===== src/rtl/dm_abstract_ctl.sv =====
// Debug Module abstract-command controller: DMI register decode, hart halt/resume, abstract command sequencing.
// Latency: dmi_ack and dmi_rdata are registered one cycle after dmi_req; register side effects are visible in the ack cycle.
// Backpressure: none on DMI (every request is acked); hart side is a level exec held until done is seen.
//
// Optional feature: define DM_AUTOEXEC_EN to implement abstractauto (0x18) and auto-execution
// on data/progbuf accesses. Without it, 0x18 reads 0 and ignores writes.
//
// Ports:
//   clk, rst_n                  clock, asynchronous active-low reset
//   dmi_req/we/addr/wdata       single-cycle DMI access from the DTM
//   dmi_rdata/dmi_ack           response, one cycle after dmi_req
//   halt_req/resume_req         level requests to the hart
//   command/exec                latched abstract command and in-flight flag
//   data_out/progbuf_out        data and program buffer registers, packed 32 bits per word
//   halted                      hart halted status
//   done/write/wdata            command completion, optional data0 result write
//   exception/bus/haltresume    completion error qualifiers (sampled with done)

module dm_abstract_ctl #(
  parameter int DATA_COUNT   = 2,
  parameter int PROGBUF_SIZE = 2
) (
  input  logic                         clk,
  input  logic                         rst_n,
  input  logic                         dmi_req,
  input  logic                         dmi_we,
  input  logic [6:0]                   dmi_addr,
  input  logic [31:0]                  dmi_wdata,
  output logic [31:0]                  dmi_rdata,
  output logic                         dmi_ack,
  output logic                         halt_req,
  output logic                         resume_req,
  output logic [31:0]                  command,
  output logic                         exec,
  output logic [DATA_COUNT*32-1:0]     data_out,
  output logic [PROGBUF_SIZE*32-1:0]   progbuf_out,
  input  logic                         halted,
  input  logic                         done,
  input  logic                         write,
  input  logic [31:0]                  wdata,
  input  logic                         exception,
  input  logic                         bus,
  input  logic                         haltresume
);

  localparam logic [6:0] ADDR_DATA0      = 7'h04;
  localparam logic [6:0] ADDR_DMCONTROL  = 7'h10;
  localparam logic [6:0] ADDR_DMSTATUS   = 7'h11;
  localparam logic [6:0] ADDR_ABSTRACTCS = 7'h16;
  localparam logic [6:0] ADDR_COMMAND    = 7'h17;
  localparam logic [6:0] ADDR_PROGBUF0   = 7'h20;
`ifdef DM_AUTOEXEC_EN
  localparam logic [6:0] ADDR_ABSTRACTAUTO = 7'h18;
`endif

  typedef enum logic {S_IDLE = 1'b0, S_BUSY = 1'b1} state_t;

  state_t      state;
  logic        dmactive;
  logic        resumeack;
  logic [2:0]  cmderr;
  logic [31:0] data_q    [DATA_COUNT];
  logic [31:0] progbuf_q [PROGBUF_SIZE];
`ifdef DM_AUTOEXEC_EN
  logic [DATA_COUNT-1:0]   auto_data;
  logic [PROGBUF_SIZE-1:0] auto_pb;
`endif

  // Next-state values
  logic [2:0]  cmderr_n;
  logic [31:0] data_n    [DATA_COUNT];
  logic [31:0] progbuf_n [PROGBUF_SIZE];
  logic [31:0] cmd_n;
  logic [31:0] cand;
  logic [31:0] rdata_n;
  logic        issue;

  logic                    dmc_wr;
  logic                    active_nxt;
  logic                    acc;
  logic                    busy;
  logic                    done_hit;
  logic                    cmd_wr;
  logic                    reg_wr;
  logic                    auto_hit;
  logic [DATA_COUNT-1:0]   data_hit;
  logic [PROGBUF_SIZE-1:0] pb_hit;

  // A dmcontrol write takes dmactive from the written value, so a single write can
  // both activate the DM and raise haltreq/resumereq.
  assign dmc_wr     = dmi_req & dmi_we & (dmi_addr == ADDR_DMCONTROL);
  assign active_nxt = dmc_wr ? dmi_wdata[0] : dmactive;
  assign acc        = dmi_req & dmactive;
  assign busy       = (state == S_BUSY);
  assign done_hit   = busy & done;
  assign cmd_wr     = acc & dmi_we & (dmi_addr == ADDR_COMMAND);
  assign reg_wr     = acc & dmi_we & ((|data_hit) | (|pb_hit));

  always_comb begin
    data_hit = '0;
    pb_hit   = '0;
    for (int i = 0; i < DATA_COUNT; i++)
      data_hit[i] = (dmi_addr == 7'(ADDR_DATA0 + i));
    for (int i = 0; i < PROGBUF_SIZE; i++)
      pb_hit[i] = (dmi_addr == 7'(ADDR_PROGBUF0 + i));
  end

`ifdef DM_AUTOEXEC_EN
  assign auto_hit = acc & ((|(data_hit & auto_data)) | (|(pb_hit & auto_pb)));
`else
  assign auto_hit = 1'b0;
`endif

  // Abstract command bookkeeping. Statement order sets priority: cmderr W1C first, then
  // completion errors, then DMI-side errors; the hart data0 write lands last so it
  // overrides a same-cycle DMI data0 write. cmderr only ever records the first error.
  always_comb begin
    cmderr_n  = cmderr;
    data_n    = data_q;
    progbuf_n = progbuf_q;
    cmd_n     = command;
    issue     = 1'b0;
    cand      = cmd_wr ? dmi_wdata : command;

    if (acc && dmi_we && dmi_addr == ADDR_ABSTRACTCS)
      cmderr_n = cmderr & ~dmi_wdata[10:8];

    if (done_hit && cmderr_n == 3'd0) begin
      if (bus)             cmderr_n = 3'd5;
      else if (exception)  cmderr_n = 3'd3;
      else if (haltresume) cmderr_n = 3'd4;
    end

    if (reg_wr) begin
      if (busy) begin
        if (cmderr_n == 3'd0) cmderr_n = 3'd1;
      end else begin
        for (int i = 0; i < DATA_COUNT; i++)
          if (data_hit[i]) data_n[i] = dmi_wdata;
        for (int i = 0; i < PROGBUF_SIZE; i++)
          if (pb_hit[i]) progbuf_n[i] = dmi_wdata;
      end
    end

    // Explicit command writes and auto-execution share one acceptance path.
    if (cmd_wr || auto_hit) begin
      if (cmderr_n != 3'd0) begin
        // sticky error: request dropped
      end else if (busy) begin
        cmderr_n = 3'd1;
      end else if (cand[31:24] > 8'd2) begin
        cmderr_n = 3'd2;
      end else if ((cand[31:24] == 8'd1) == halted) begin
        // access register / memory need a halted hart; quick access needs it running
        cmderr_n = 3'd4;
      end else begin
        issue = 1'b1;
        cmd_n = cand;
      end
    end

    if (done_hit && write && !bus && !exception)
      data_n[0] = wdata;
  end

  // DMI read mux, sampled into dmi_rdata with the ack.
  always_comb begin
    rdata_n = '0;
    case (dmi_addr)
      ADDR_DMCONTROL:  rdata_n = {halt_req, 30'b0, dmactive};
      ADDR_DMSTATUS:   rdata_n = {14'b0, resumeack, resumeack, 4'b0, ~halted, ~halted,
                                  halted, halted, 1'b1, 3'b0, 4'd2};
      ADDR_ABSTRACTCS: rdata_n = {3'b0, 5'(PROGBUF_SIZE), 11'b0, busy, 1'b0, cmderr,
                                  4'b0, 4'(DATA_COUNT)};
`ifdef DM_AUTOEXEC_EN
      ADDR_ABSTRACTAUTO: begin
        rdata_n[DATA_COUNT-1:0]     = auto_data;
        rdata_n[16 +: PROGBUF_SIZE] = auto_pb;
      end
`endif
      default: begin
        for (int i = 0; i < DATA_COUNT; i++)
          if (data_hit[i]) rdata_n = data_q[i];
        for (int i = 0; i < PROGBUF_SIZE; i++)
          if (pb_hit[i]) rdata_n = progbuf_q[i];
      end
    endcase
  end

  // Register file and hart request levels
  always_ff @(posedge clk or negedge rst_n) begin
    if (!rst_n) begin
      dmi_ack    <= 1'b0;
      dmi_rdata  <= '0;
      dmactive   <= 1'b0;
      halt_req   <= 1'b0;
      resume_req <= 1'b0;
      resumeack  <= 1'b0;
      cmderr     <= '0;
      command    <= '0;
      data_q     <= '{default: '0};
      progbuf_q  <= '{default: '0};
`ifdef DM_AUTOEXEC_EN
      auto_data  <= '0;
      auto_pb    <= '0;
`endif
    end else begin
      dmi_ack   <= dmi_req;
      dmi_rdata <= dmi_req ? rdata_n : '0;
      dmactive  <= active_nxt;
      if (!active_nxt) begin
        halt_req   <= 1'b0;
        resume_req <= 1'b0;
        resumeack  <= 1'b0;
        cmderr     <= '0;
        command    <= '0;
        data_q     <= '{default: '0};
        progbuf_q  <= '{default: '0};
`ifdef DM_AUTOEXEC_EN
        auto_data  <= '0;
        auto_pb    <= '0;
`endif
      end else begin
        if (dmc_wr)
          halt_req <= dmi_wdata[31];
        // resume_req doubles as the resume-pending flag
        if (dmc_wr && dmi_wdata[30] && !dmi_wdata[31]) begin
          resume_req <= 1'b1;
          resumeack  <= 1'b0;
        end else if (resume_req && !halted) begin
          resume_req <= 1'b0;
          resumeack  <= 1'b1;
        end
        cmderr    <= cmderr_n;
        command   <= cmd_n;
        data_q    <= data_n;
        progbuf_q <= progbuf_n;
`ifdef DM_AUTOEXEC_EN
        if (acc && dmi_we && dmi_addr == ADDR_ABSTRACTAUTO) begin
          auto_data <= dmi_wdata[DATA_COUNT-1:0];
          auto_pb   <= dmi_wdata[16 +: PROGBUF_SIZE];
        end
`endif
      end
    end
  end

  // Command FSM: exec is a registered copy of BUSY, so it rises with the ack of the
  // accepted write and falls the cycle after done.
  always_ff @(posedge clk or negedge rst_n) begin
    if (!rst_n) begin
      state <= S_IDLE;
      exec  <= 1'b0;
    end else if (!active_nxt) begin
      state <= S_IDLE;
      exec  <= 1'b0;
    end else begin
      case (state)
        S_IDLE: if (issue) begin
          state <= S_BUSY;
          exec  <= 1'b1;
        end
        S_BUSY: if (done) begin
          state <= S_IDLE;
          exec  <= 1'b0;
        end
        default: begin
          state <= S_IDLE;
          exec  <= 1'b0;
        end
      endcase
    end
  end

  for (genvar g = 0; g < DATA_COUNT; g++) begin : g_data
    assign data_out[g*32 +: 32] = data_q[g];
  end
  for (genvar g = 0; g < PROGBUF_SIZE; g++) begin : g_pb
    assign progbuf_out[g*32 +: 32] = progbuf_q[g];
  end

endmodule


===== config.mk =====
export PLATFORM = sky130hd
export DESIGN_NAME = dm_abstract_ctl
export DESIGN_NICKNAME = d
export VERILOG_FILES = /design/src/rtl/dm_abstract_ctl.sv
export SDC_FILE = /design/constraint.sdc
export NUM_CORES = 1
export LEC_CHECK = 0
export ABC_AREA = 1
export CAP_MARGIN = 40
export CORE_MARGIN = 2
export CORE_UTILIZATION = 57
export DETAILED_ROUTE_END_ITERATION = 8
export DONT_BUFFER_PORTS = 1
export GPL_TIMING_DRIVEN = 0
export PLACE_DENSITY = 0.74
export SYNTH_ARGS = -nofsm -noshare
export SYNTH_HDL_FRONTEND = slang
export SYNTH_SLANG_ARGS = --single-unit

===== constraint.sdc =====
create_clock -name clk -period 2 [get_ports clk]
set_input_delay 0.4 -clock clk [delete_from_list [all_inputs] [get_ports clk]]
set_output_delay 0.4 -clock clk [all_outputs]
set_load 0.05 [all_outputs]

==> flow_metrics.py <==
metrics = {
    "detailed_routing": {
        "avgRoutedWirePerCell_um": 24.7,
        "drc_errors": 0,
        "ant_nets": 0,
        "drt_wl_total_um": 33300,
        "vias": 8672,
        "drtPass1Iterations": 5,
        "drt-initial-drc-count": 1074,
        "avgViaCountPerCell": 6.43,
    },
    "clocking": {
        "ctsHoldBuffers": 1,
        "clock_path_buffers": 3,
        "cts_root_buf": "clkbuf_16",
        "path_clk_slew_ns": 0.06,
        "cts.sinks": 202,
        "h-tree-depth": 1,
        "cts_tree": "built",
        "numCtsBuffers": 22,
        "clkLatencyLatePin_ns": 0.51,
    },
    "synthesis": {
        "synth.top_cell.area_share_pct": 53.4,
        "yosysMostFrequentCell": "nand2_1",
        "async_reset_ff_share_pct": 100,
        "synthMuxAreaShare_pct": 0,
        "yosys-top-cells-count": "275 x nand2_1, 202 x dfrtp_1, 93 x o21ai_0",
        "syn_area_per_cell_um2": 8.75,
        "synth_edf_count": 0,
        "mappedNetlistNets": 1163,
        "yosysTopAreaCell": "dfrtp_1",
        "synth_top_family_by_area": "simple AND/OR/NAND/NOR gates",
        "seq_area_frac_synth_pct": 53.4,
        "ys_warn_count": 0,
        "synth-main-ff-cell": "dfrtp_1",
        "netlist_top_cells_area": "dfrtp_1 53%, nand2_1 11%, o21ai_0 4.9%, inv_1 3.2%, nor2_1 2.4%",
        "netlist_area_um2": 9470,
        "synth_fa_ha_area_share_pct": 0,
        "synth_xor_area_share_pct": 0,
        "synth_cells": 1082,
        "synth_cell_types": 42,
        "synth-compound-area-share_pct": 16.2,
        "yosys.area_share.simple_pct": 23.3,
        "ys_ff_latch": 202,
    },
    "timing": {
        "hold_viol": 202,
        "post-route-worst-setup-slack_ns": -0.0590,
        "tns_ns": -0.542,
        "relSlewSlack_pct": 44.5,
        "skew_ns": 0.0101,
        "tightest_slew_ns": 0.832,
        "setup_violations": 15,
        "whs_ns": -0.408,
        "period_needed_ns": 2.06,
        "slew_viol_final": 0,
        "rsz0062_at_grt": "yes",
        "timing.final.crit_share_pct": 103,
        "clock.fmax_mhz": 486,
    },
    "worst_setup_path": {
        "crit_type": "reg -> reg",
        "r2r_cells": 13,
        "cp_max_fo": 10,
        "cp.arrival_ns": 2.46,
        "r2r_slack_ns": -0.06,
        "cp.required_ns": 2.40,
        "cp-end-kind": "flip-flop",
        "startpoint_type": "flip-flop",
        "worstPathCellList": "nand3_4 > nor2_4 > nand3_1 > nand2_1 > nand2_1 > a21oi_2 > nand3_2 > nor2_4 > nand2_4 > buf_6 > buf_12 > nand3_2 > nand2_1",
        "r2r-end": "command[9]",
        "path_common_cell": "nand2_1",
        "r2r-start": "dmactive",
        "slowest_delay_ns": 0.38,
        "slowest_stage": "dfrtp_1",
    },
    "power": {
        "sw_frac_of_total_pct": 26.1,
        "combPwrFrac_pct": 4.7,
        "p_switching_mw": 2.42,
        "power_mw": 9.30,
        "ir_worst_vdd_mv": 0.669,
        "p_per_area_nw_per_um2": 868,
        "p_clk_share_pct": 46.4,
        "seqPwrFrac_pct": 48.9,
        "p_leak_nw": 5.30,
        "intPower_mw": 6.88,
    },
    "floorplan": {
        "start_util_pct": 57.7,
        "rows": 47,
        "pin_count": 277,
        "die_h_um": 133,
        "coreArea_um2": 16400,
        "die_w_um": 133,
        "die-area_um2": 17700,
    },
    "global_routing": {
        "track_usage_pct": 37.0,
        "gr-total-overflow": 0,
        "antenna_found_initial": 0,
        "first_global_vias": 8067,
        "grt_max_degree": 203,
        "grt_pass1_wl_um": 49700,
    },
    "cells_and_area": {
        "postLayoutCoreUtil_pct": 65.3,
        "fillers": 1352,
        "layout-drive-gt1-share_pct": 13.6,
        "finalNetCount": 1194,
        "synthToLayoutAreaGrowth_pct": 13.1,
        "antennaDiodeCount": 0,
    },
    "status": {
        "status": "finished, violations left",
        "failed_checks": "hold timing, setup timing",
    },
    "place": {
        "port_buffers": 0,
        "dp_hpwl_um": 24200,
        "gp_congestion": 0.928,
    },
    "hold_path": {
        "worstHoldPathType": "in -> async",
    },
    "run": {
        "cap_violations": 0,
    },
}
## metal layers
| metal | share of wire (%) | GRT usage, % | up-vias |
|---|---|---|---|
| met1 | 37 | 49.7 | 4162 |
| met2 | 45 | 56.2 | 642 |
| met3 | 14 | 12.4 | 121 |
| met5 | 0 | 0 | - |
| met4 | 4.6 | 13.5 | 0 |
| li1 | - | - | 3747 |
## worst max-delay path by stage
stage,from,endpoint
6_report,dmactive,command[9]
5_1_grt,dmactive,command[14]
4_1_cts,dmactive,command[9]
3_5_place_dp,dmi_addr[1],progbuf_out[35]
3_3_place_gp,dmi_addr[1],progbuf_out[34]
2_1_floorplan,dmi_addr[3],command[10]
## stage by stage
| step | std cells | setup WS, ns | area (µm²) |
|---|---|---|---|
| floorplan | 1082 | 0.0243 | 9470 |
| global placement | 1302 | -0.540 | 9750 |
| detailed placement | 1302 | -0.594 | 9750 |
| CTS | 1345 | -0.00996 | 10600 |
| global route | 1349 | -0.207 | 10700 |
| finish | 1349 | -0.0590 | 10700 |
## critical path, delay by kind of cell, from the launching register on
| family | cells | cell delay (ns) |
|---|---|---|
| AOI/OAI and AO/OA | 1 | 0.16 |
| buffers and inverters | 2 | 0.29 |
| DFF | 1 | 0.38 |
| and+or+nand+nor | 10 | 1.12 |
## cell usage in the layout (no fill, tap or decap), drive strengths merged
cell type,n
nor4,4
nand4,30
a41oi,1
dlygate4sd3,1
buf,39
o21ai,124
nand3b,3
o211ai,12
nand3,54
inv,87
a211oi,5
dfrtp,202
o22ai,18
a221oi,23
a21boi,1
bufinv,1
clkbuf,73
a21oi,16
nor3,27
clkinvlp,2
a31oi,26
nor2,72
clkinv,3
nand2,285
o41ai,20
## state kept, by name (all words and copies together), names as in the netlist
signal	count
busy	1
cmderr	3
command	32
data_out	64
dmactive	1
dmi_ack	1
dmi_rdata	32
exec	1
halt_req	1
progbuf_out	64
resume_req	1
resumeack	1
## final cells by class
class	count	area, µm²	share of cell area, %
plain buffers	71	370	3.46
clock buffers	35	721	6.73
clock inverters	5	58.8	0.549
inverters	88	335	3.13
multi-input cells	721	3810	35.6
flip-flops and latches	202	5060	47.2
well taps	220	275	2.57
repair buffers	7	80.1	0.748
## logic make-up after synthesis
group | Yosys count
AND/OR/NAND/NOR | 475
AO/OA/AOI/OAI | 246
flip-flops | 202
buffers and inverters | 159
## power by group through the flow
| stage | Combinational (mW) | Sequential, mW | Clock [mW] |
|---|---|---|---|
| floorplan | 0.272 | 4.58 | 0 |
| global placement | 0.395 | 4.62 | 0 |
| detailed placement | 0.400 | 4.62 | 0 |
| CTS | 0.410 | 4.54 | 4.30 |
| global route | 0.468 | 4.55 | 4.47 |
| finish | 0.438 | 4.55 | 4.32 |
## repair_timing
item                                   in CTS  in global routing
gates resized for setup                    12                 26
pin swaps                                   2                  2
endpoints found under the hold margin     203                202
buffers inserted                            2                  4
setup endpoints to repair                  87                 92
No activity file was read; power rests on OpenSTA's default activity.
